### config.mk
export PLATFORM = sky130hd
export DESIGN_NAME = muldiv_ctrl
export DESIGN_NICKNAME = d
export VERILOG_FILES = /design/src/rtl/muldiv_ctrl.sv
export SDC_FILE = /design/constraint.sdc
export NUM_CORES = 1
export LEC_CHECK = 0
export BUFFER_PORTS_ARGS = -buffer_cell sky130_fd_sc_hd__buf_2
export CORE_MARGIN = 2
export CORE_UTILIZATION = 49
export DETAILED_ROUTE_END_ITERATION = 6
export PLACE_DENSITY = 0.81
export SYNTH_ARGS = -nofsm -noshare
export SYNTH_HDL_FRONTEND = slang
export SYNTH_SLANG_ARGS = --single-unit
export TNS_END_PERCENT = 100
### constraint.sdc
create_clock -name clk -period 4.5 [get_ports clk]
set_clock_uncertainty 0.1 [all_clocks]
set_input_delay 1.35 -clock clk [delete_from_list [all_inputs] [get_ports clk]]
set_output_delay 1.35 -clock clk [all_outputs]
set_load 0.02 [all_outputs]
### src/rtl/muldiv_ctrl.sv
// Sequencer for the shared HI/LO multiply/divide unit in EX: drives the pipelined
// multiplier or the handshake divider, stalls the pipe, and writes HI/LO once.
// Optional zero-operand multiply bypass: define MULDIV_ZERO_SKIP_EN.
module muldiv_ctrl #(
  parameter int unsigned MULT_LAT = 5
) (
  input  logic        clk,
  input  logic        rst,
  input  logic        req_valid,
  input  logic [1:0]  req_op,
  input  logic [31:0] src_a,
  input  logic [31:0] src_b,
  input  logic        flush,
  output logic [31:0] mult_a,
  output logic [31:0] mult_b,
  output logic        mult_sclr,
  input  logic [63:0] mult_p,
  output logic        div_start,
  output logic        div_signed,
  output logic        div_annul,
  input  logic [63:0] div_result,
  input  logic        div_ready,
  output logic        stall,
  output logic        busy,
  output logic        hilo_we,
  output logic [31:0] hi_out,
  output logic [31:0] lo_out
);

  localparam int unsigned      CNT_W    = 4;
  localparam logic [CNT_W-1:0] CNT_LAST = CNT_W'(MULT_LAT - 1);

  typedef enum logic [1:0] {
    S_IDLE = 2'b00,
    S_MULT = 2'b01,
    S_DIV  = 2'b10,
    S_DONE = 2'b11
  } state_t;

  state_t           state, state_nxt;
  logic [CNT_W-1:0] cnt, cnt_nxt;
  logic [31:0]      a_q, b_q;
  logic             neg_q;
  logic             sdiv_q;
  logic [31:0]      hi_q, lo_q;

  logic             abort;
  logic             accept;
  logic             signed_mult;
  logic             zero_skip;
  logic [31:0]      a_mag, b_mag;
  logic [63:0]      prod_fix;
  logic             capture;
  logic [63:0]      cap_val;

  // Reset mid-operation aborts exactly like a flush.
  assign abort       = flush | rst;
  assign accept      = (state == S_IDLE) & req_valid & ~abort;
  assign signed_mult = (req_op == 2'b00);

  // Magnitudes for MULT; 0x80000000 negates to itself, which is the right unsigned value.
  assign a_mag = (signed_mult & src_a[31]) ? (~src_a + 32'd1) : src_a;
  assign b_mag = (signed_mult & src_b[31]) ? (~src_b + 32'd1) : src_b;

`ifdef MULDIV_ZERO_SKIP_EN
  assign zero_skip = ~req_op[1] & ((src_a == 32'd0) | (src_b == 32'd0));
`else
  assign zero_skip = 1'b0;
`endif

  assign prod_fix = neg_q ? (~mult_p + 64'd1) : mult_p;

  assign mult_a = a_q;
  assign mult_b = b_q;
  assign hi_out = hi_q;
  assign lo_out = lo_q;
  assign busy   = (state != S_IDLE);

  // Next state, capture control and handshake outputs.
  always_comb begin
    state_nxt  = state;
    cnt_nxt    = cnt;
    capture    = 1'b0;
    cap_val    = prod_fix;
    stall      = 1'b0;
    hilo_we    = 1'b0;
    mult_sclr  = 1'b0;
    div_start  = 1'b0;
    div_signed = 1'b0;
    div_annul  = 1'b0;

    unique case (state)
      S_IDLE: begin
        if (accept) begin
          stall = 1'b1;
          if (zero_skip) begin
            state_nxt = S_DONE;
            capture   = 1'b1;
            cap_val   = 64'd0;
          end else if (req_op[1]) begin
            state_nxt = S_DIV;
          end else begin
            state_nxt = S_MULT;
            cnt_nxt   = '0;
          end
        end
      end
      S_MULT: begin
        stall     = ~abort;
        mult_sclr = abort;
        if (cnt == CNT_LAST) begin
          capture   = 1'b1;
          state_nxt = S_DONE;
          cnt_nxt   = '0;
        end else begin
          cnt_nxt = cnt + CNT_W'(1);
        end
      end
      S_DIV: begin
        stall      = ~abort;
        div_annul  = abort;
        div_start  = ~abort;
        div_signed = ~abort & sdiv_q;
        if (div_ready) begin
          capture   = 1'b1;
          cap_val   = div_result;
          state_nxt = S_DONE;
        end
      end
      S_DONE: begin
        hilo_we   = ~abort;
        state_nxt = S_IDLE;
      end
      default: state_nxt = S_IDLE;
    endcase

    if (abort) begin
      state_nxt = S_IDLE;
      cnt_nxt   = '0;
      capture   = 1'b0;
    end
  end

  // State, operand and result registers.
  always_ff @(posedge clk) begin
    if (rst) begin
      state  <= S_IDLE;
      cnt    <= '0;
      a_q    <= '0;
      b_q    <= '0;
      neg_q  <= 1'b0;
      sdiv_q <= 1'b0;
      hi_q   <= '0;
      lo_q   <= '0;
    end else begin
      state <= state_nxt;
      cnt   <= cnt_nxt;
      if (accept) begin
        a_q    <= a_mag;
        b_q    <= b_mag;
        neg_q  <= signed_mult & (src_a[31] ^ src_b[31]);
        sdiv_q <= ~req_op[0];
      end
      if (capture) begin
        {hi_q, lo_q} <= cap_val;
      end
    end
  end

endmodule

==> results of run 1 <==
-- power breakdown --
group | leakage, nW | internal, mW | switching, mW
sequential | 1.10 | 1.24 | 0.0202
clock | 0.264 | 0.807 | 0.544
combinational | 3.02 | 0.191 | 0.300
-- worst max path at each step --
stage / depth (start not counted) / endpoint / slack, ns
finish: 5 / stall / 0.52
global route: 5 / stall / 0.42
CTS: 5 / stall / 0.49
detailed placement: 9 / hi_out[20]$_SDFFE_PP0P_ / 0.46
global placement: 9 / hi_out[26]$_SDFFE_PP0P_ / 0.58
floorplan: 6 / stall / 0.32
-- sequential cells by signal, indices dropped and copies added (netlist names) --
name	cells
state	2
cnt	4
hi_out	32
neg_q	1
mult_b	32
sdiv_q	1
mult_a	32
lo_out	32
-- cell usage after synthesis (18+ instances only) --
library cell	instances
nand3_1	18
nor3_1	29
a21oi_1	56
a211oi_1	26
dfxtp_1	136
a22oi_1	24
nand2_1	70
inv_1	18
nor2_1	115
xor2_1	71
o31ai_1	24
xnor2_1	41
clkbuf_1	61
nand3b_1	43
o21ai_0	115
-- stage by stage --
| step | cell area (sq um) | setup WS [ns] | instances | util |
|---|---|---|---|---|
| global route | 10600 | 0.416 | 1583 | 0.641 |
| CTS | 10600 | 0.487 | 1579 | 0.641 |
| detailed placement | 10100 | 0.465 | 1549 | 0.607 |
| floorplan | 8300 | 0.315 | 1054 | - |
| global placement | 10100 | 0.583 | 1549 | 0.607 |
| finish | 10600 | 0.517 | 1583 | 0.641 |
-- layer usage --
| layer | vias to the layer above | routed length (um) | global-route usage |
|---|---|---|---|
| li1 | 4450 | - | - |
| met1 | 4277 | 11300 | 0.371 |
| met2 | 494 | 13500 | 0.516 |
| met3 | 103 | 2620 | 0.0797 |
| met4 | 2 | 1390 | 0.171 |
| met5 | - | 11 | 0 |
-- layout by cell type, fill, tap and decap left out, types with 16 or more instances in the layout --
cell type / synthesis / routed
buf_2: 1 / 333
dfxtp_1: 136 / 135
o21ai_0: 115 / 115
nor2_1: 115 / 114
xor2_1: 71 / 71
nand2_1: 70 / 69
a21oi_1: 56 / 55
nand3b_1: 43 / 43
xnor2_1: 41 / 41
nor3_1: 29 / 29
a211oi_1: 26 / 26
o31ai_1: 24 / 24
a22oi_1: 24 / 24
inv_1: 18 / 18
nand3_1: 18 / 17
clkbuf_16: 0 / 17
nor4_1: 16 / 16
o41ai_1: 16 / 16
-- worst max-delay path, delay by kind of cell --
family                 cells  cell delay [ns]
AO/OA/AOI/OAI              1             0.19
AND/OR/NAND/NOR            2             0.68
buffers and inverters      2             0.32
-- logic make-up (layout without fill, tap and decap cells) --
family	Yosys count	in the layout
flip-flops	136	136
other	0	4
XOR/XNOR	112	112
adder cells (fa/ha/maj)	11	11
multiplexers	7	7
AO/OA/AOI/OAI	315	315
AND/OR/NAND/NOR	385	385
buffers and inverters	88	393
-- final cells by class --
class                           instances  area share
Timing Repair Buffer                  345       0.165
Tap cell                              220      0.0259
Sequential cell                       136       0.256
Inverter                               18     0.00635
Multi-Input combinational cell        830       0.493
Antenna cell                            4    0.000941
Clock buffer                           18      0.0403
Clock inverter                         12      0.0124
==> flow_metrics.tcl, run 1 <==
set metrics [dict create \
    synth_top_family_by_area "simple AND/OR/NAND/NOR gates" \
    multi_input_area_sq_um 5240 \
    synthMuxAreaShare 0.00844 \
    gp_congestion 0.983 \
    ys_warn_count 0 \
    hpwl_um 21600 \
    hold_violations 0 \
    routed_wl_um 28800 \
    slowest_stage "nor2_1" \
    hp-class "flip-flop to flip-flop" \
    r2r_cells 8 \
    ys_seq_area_frac 0.328 \
    syn_inst 1054 \
    clkSlewWorstSetupHoldPaths_ns 0.06 \
    cp_common_cell "buf_2" \
    syn_to_final_growth_pct 28.2 \
    cts_inserted_buffers 17 \
    fill_cells 1518 \
    num_vias 9326 \
    period_needed_ns 3.98 \
    core_sq_um 16600 \
    initial_utilization 0.500 \
    io_buffers 333 \
    maxSlewViolCount 0 \
    drtPass1Iterations 7 \
    r2r_slack_ns 1.66 \
    crit_path_max_fanout 9 \
    async_flop_share 0 \
    crit_path_start_kind "input pin" \
    synth_nets 1264 \
    worst_slew_pin_slew_ns 1.06 \
    synth_compound_area_frac 0.241 \
    report.power.total_mw 3.11 \
    hold_buffers 0 \
    cpPeakStageDelay_ns 0.44 \
    rsz0062_at_grt "no" \
    fmax_ghz 0.251 \
    grtUsageTotal 0.312 \
    synthDistinctLibCells 68 \
    clk_latency_ns 0.42 \
    viasPerCell 5.89 \
    grt_max_degree 94 \
    vdd_drop_max_uv 256 \
    p_per_area_nw_per_um2 292 \
    critPathArrivalTime_ns 2.53 \
    design.die.area_sq_um 18000 \
    maxCapViolCount 0 \
    drive_gt1_frac 0.291 \
    die_w_um 134 \
    synth_area_per_cell_sq_um 7.87 \
    die_h_um 134 \
    r2r_start "state[0]$_SDFFE_PP0P_" \
    maxSlewHeadroom 0.296 \
    p_leak_nw 4.39 \
    avgRoutedWirePerCell_um 18.2 \
    clock_sinks 136 \
    post-cts-setup-buffers 0 \
    grt_pass1_wl_um 45100 \
    grt_antenna_before_repair 5 \
    fin_crit_sh 0.885 \
    whs_endpoint "hi_out[21]$_SDFFE_PP0P_" \
    finalSetupTns_ns 0 \
    cp-end-kind "output pin" \
    setup_viol 0 \
    seq_area_sq_um 2720 \
    outcome "finished clean" \
    nNetsFinal 1558 \
    grt-ovfl-total 0 \
    ys_seq_elements 136 \
    grt_pass1_vias 8848 \
    synth-xor-area-share 0.118 \
    cts_resized 0 \
    yosys.area_share.simple 0.246 \
    num_rows 47 \
    cts_tree "yes" \
    cts.path.max_buffers 2 \
    worstHoldStart "hi_out[21]$_SDFFE_PP0P_" \
    antenna_left 0 \
    synth_top_area_share 0.328 \
    drc_errors 0 \
    io_pins 334 \
    holdWs_ns 0.353 \
    synth_fa_ha_area_frac 0.0166 \
    yosys-top-cells-area "dfxtp_1 (33%), xor2_1 (7.5%), o21ai_0 (6.9%)" \
    synth_ff_type "dfxtp_1" \
    whs_path_depth 2 \
    reg2reg_to "hi_out[15]$_SDFFE_PP0P_" \
    drt_iter0_drc 783 \
    crit_chain "buf_2 -> nor2_1 -> nand2_1 -> a21oi_1 -> buf_2" \
    crit_type "input pin to output pin" \
    critPathLaunch "flush" \
    cts_max_level 4 \
    synth_top_area_cell "dfxtp_1" \
    cts_root_buf "clkbuf_16" \
    synth-edff-count 0 \
    synth_area_sq_um 8300 \
    required_ns 3.05 \
]
Power figures use the tool's default switching activity.
==> run 2, diff against run 1 <==
Settings changed: CORE_MARGIN 2 to not set, CTS_CLUSTER_SIZE set to 40.
==> run 2 against run 1 <==
  * Setup slack improved by 0.086 ns
  * Total power up 4.5%
  * Design area is 0.76% higher
  * Via count is 0.45% higher
  * Critical endpoint unchanged
  * Largest power group unchanged
  * Combinational power is essentially flat
  * Critical path depth did not move
  * Sequential power about the same
  * Non-clock buffer count is 1 higher
  * Clock power rose by 10%
==> flow_metrics.tcl, run 2 (same netlist as run 1, synthesis figures left out) <==
set metrics [dict create \
    outcome "finished clean" \
    power_frac_clock 0.460 \
    worst_slew_pin_slew_ns 1.05 \
    fin_crit_sh 0.866 \
    grtUsageTotal 0.323 \
    p_int_mw 2.38 \
    crit_path_max_fanout 9 \
    drive_gt1_frac 0.292 \
    mostFrequentLayoutCell "buf_2" \
    maxSlewHeadroom 0.297 \
    netSwitchingFraction 0.267 \
    die_h_um 132 \
    cts_root_buf "clkbuf_16" \
    cts_resized 0 \
    clock_sinks 136 \
    io_pins 334 \
    grt_antenna_before_repair 4 \
    hold_violations 0 \
    routed_wl_um 28600 \
    required_ns 3.05 \
    maxSlewViolCount 0 \
    path_depth 5 \
    post-cts-setup-buffers 0 \
    endpoint "stall" \
    critPathBufInv 2 \
    r2r_slack_ns 1.65 \
    slowest_stage "nor2_1" \
    core_sq_um 16600 \
    drtPass1Iterations 5 \
    multi_input_area_sq_um 5240 \
    crit_chain "buf_2 -> nor2_1 -> nand2_1 -> a21oi_1 -> buf_2" \
    viasPerCell 5.91 \
    grt-ovfl-total 0 \
    cpPeakStageDelay_ns 0.41 \
    die_w_um 132 \
    hp-class "flip-flop to flip-flop" \
    drt_iter0_drc 840 \
    fin_util 0.646 \
    setup_viol 0 \
    cts_inserted_buffers 17 \
    fmax_ghz 0.257 \
    gp_congestion 0.976 \
    antenna_left 0 \
    p_leak_nw 4.44 \
    hold_buffers 0 \
    io_buffers 333 \
    r2r_start "state[0]$_SDFFE_PP0P_" \
    critPathTopFamily "simple AND/OR/NAND/NOR gates" \
    initial_utilization 0.500 \
    crit_type "input pin to output pin" \
    maxCapViolCount 0 \
    most-common-layout-cells "buf_2 (333), dfxtp_1 (135), o21ai_0 (115)" \
    cp-end-kind "output pin" \
    fill_cells 1465 \
    grt_max_degree 94 \
    nNetsFinal 1559 \
    fin_area_sq_um 10700 \
    rsz0062_at_grt "no" \
    avgRoutedWirePerCell_um 18.0 \
    place_area_sq_um 10100 \
    num_vias 9368 \
    drc_errors 0 \
    power.share.combinational 0.151 \
    switching_power_mw 0.866 \
    cp_common_cell "buf_2" \
    vdd_drop_max_uv 259 \
    clk_latency_ns 0.41 \
    syn_to_final_growth_pct 29.2 \
    critPathArrivalTime_ns 2.45 \
    p_per_area_nw_per_um2 303 \
    num_rows 47 \
    cts_tree "yes" \
    grt_pass1_wl_um 44900 \
    finalSetupTns_ns 0 \
    r2r_cells 7 \
    design.die.area_sq_um 17500 \
    reg2reg_to "hi_out[12]$_SDFFE_PP0P_" \
    crit_path_start_kind "input pin" \
    clkSlewWorstSetupHoldPaths_ns 0.06 \
    critPathLaunch "flush" \
    seq_area_sq_um 2720 \
    cts_max_level 4 \
    seqPwrFrac 0.389 \
    cts.path.max_buffers 2 \
    grt_pass1_vias 8730 \
    report.power.total_mw 3.25 \
    hpwl_um 21100 \
    period_needed_ns 3.90 \
]
-- run 2: cell types whose count changed in the layout (fill, tap and decap cells not counted), sizes merged --
cell      before  now
clkbuf        18   22
clkinv         6    4
clkinvlp       4    2
buf          345  346
bufinv         2    3
-- run 2: worst min-delay path by stage --
stage                     slack (ns)                      end  cells after the start                    start
after global placement          0.33  mult_b[17]$_SDFFE_PP0P_                      2  mult_b[17]$_SDFFE_PP0P_
after floorplan                 0.37      cnt[3]$_SDFFE_PP0P_                      2      cnt[3]$_SDFFE_PP0P_
after CTS                       0.35  mult_b[29]$_SDFFE_PP0P_                      2  mult_b[29]$_SDFFE_PP0P_
after detailed placement        0.34  mult_b[29]$_SDFFE_PP0P_                      2  mult_b[29]$_SDFFE_PP0P_
after global routing            0.38  mult_b[29]$_SDFFE_PP0P_                      2  mult_b[29]$_SDFFE_PP0P_
final                           0.35  mult_b[29]$_SDFFE_PP0P_                      2  mult_b[29]$_SDFFE_PP0P_
-- run 2: layer usage --
layer,up-vias,track usage,share of wire
met1,4369,0.390,0.40
li1,4458,-,-
met3,67,0.0754,0.086
met4,0,0.163,0.035
met5,-,0,0
met2,474,0.537,0.48
-- run 2: power by group through the flow --
stage	sequential [mW]	clock, mW	combinational (mW)
floorplan	1.33	0	0.206
global placement	1.29	0	0.476
CTS	1.26	1.51	0.485
global route	1.27	1.57	0.531
detailed placement	1.29	0	0.482
finish	1.26	1.49	0.490
-- run 2: metrics by stage --
step / setup WS [ns] / std cells / hold WS, ns
3_3_place_gp: 0.647 / 1550 / 0.330
4_1_cts: 0.607 / 1581 / 0.348
3_5_place_dp: 0.560 / 1550 / 0.340
6_report: 0.602 / 1585 / 0.346
5_1_grt: 0.539 / 1585 / 0.376
2_1_floorplan: 0.315 / 1054 / 0.370
-- run 2: worst register-to-register path, delay by kind of cell, from the launching register on --
kind	cells	cell delay, ns
adder cells (fa/ha/maj)	1	0.29
buffers and inverters	2	0.66
AND/OR/NAND/NOR	2	0.82
flip-flops	1	0.42
AO/OA/AOI/OAI	2	0.48
-- run 2: final cells by class --
class	instances	area share
repair buffers	346	0.165
well taps	220	0.0257
clock inverters	9	0.0131
clock buffers	22	0.0461
inverters	18	0.00630
diodes	4	0.000934
flip-flops and latches	136	0.254
multi-input cells	830	0.489
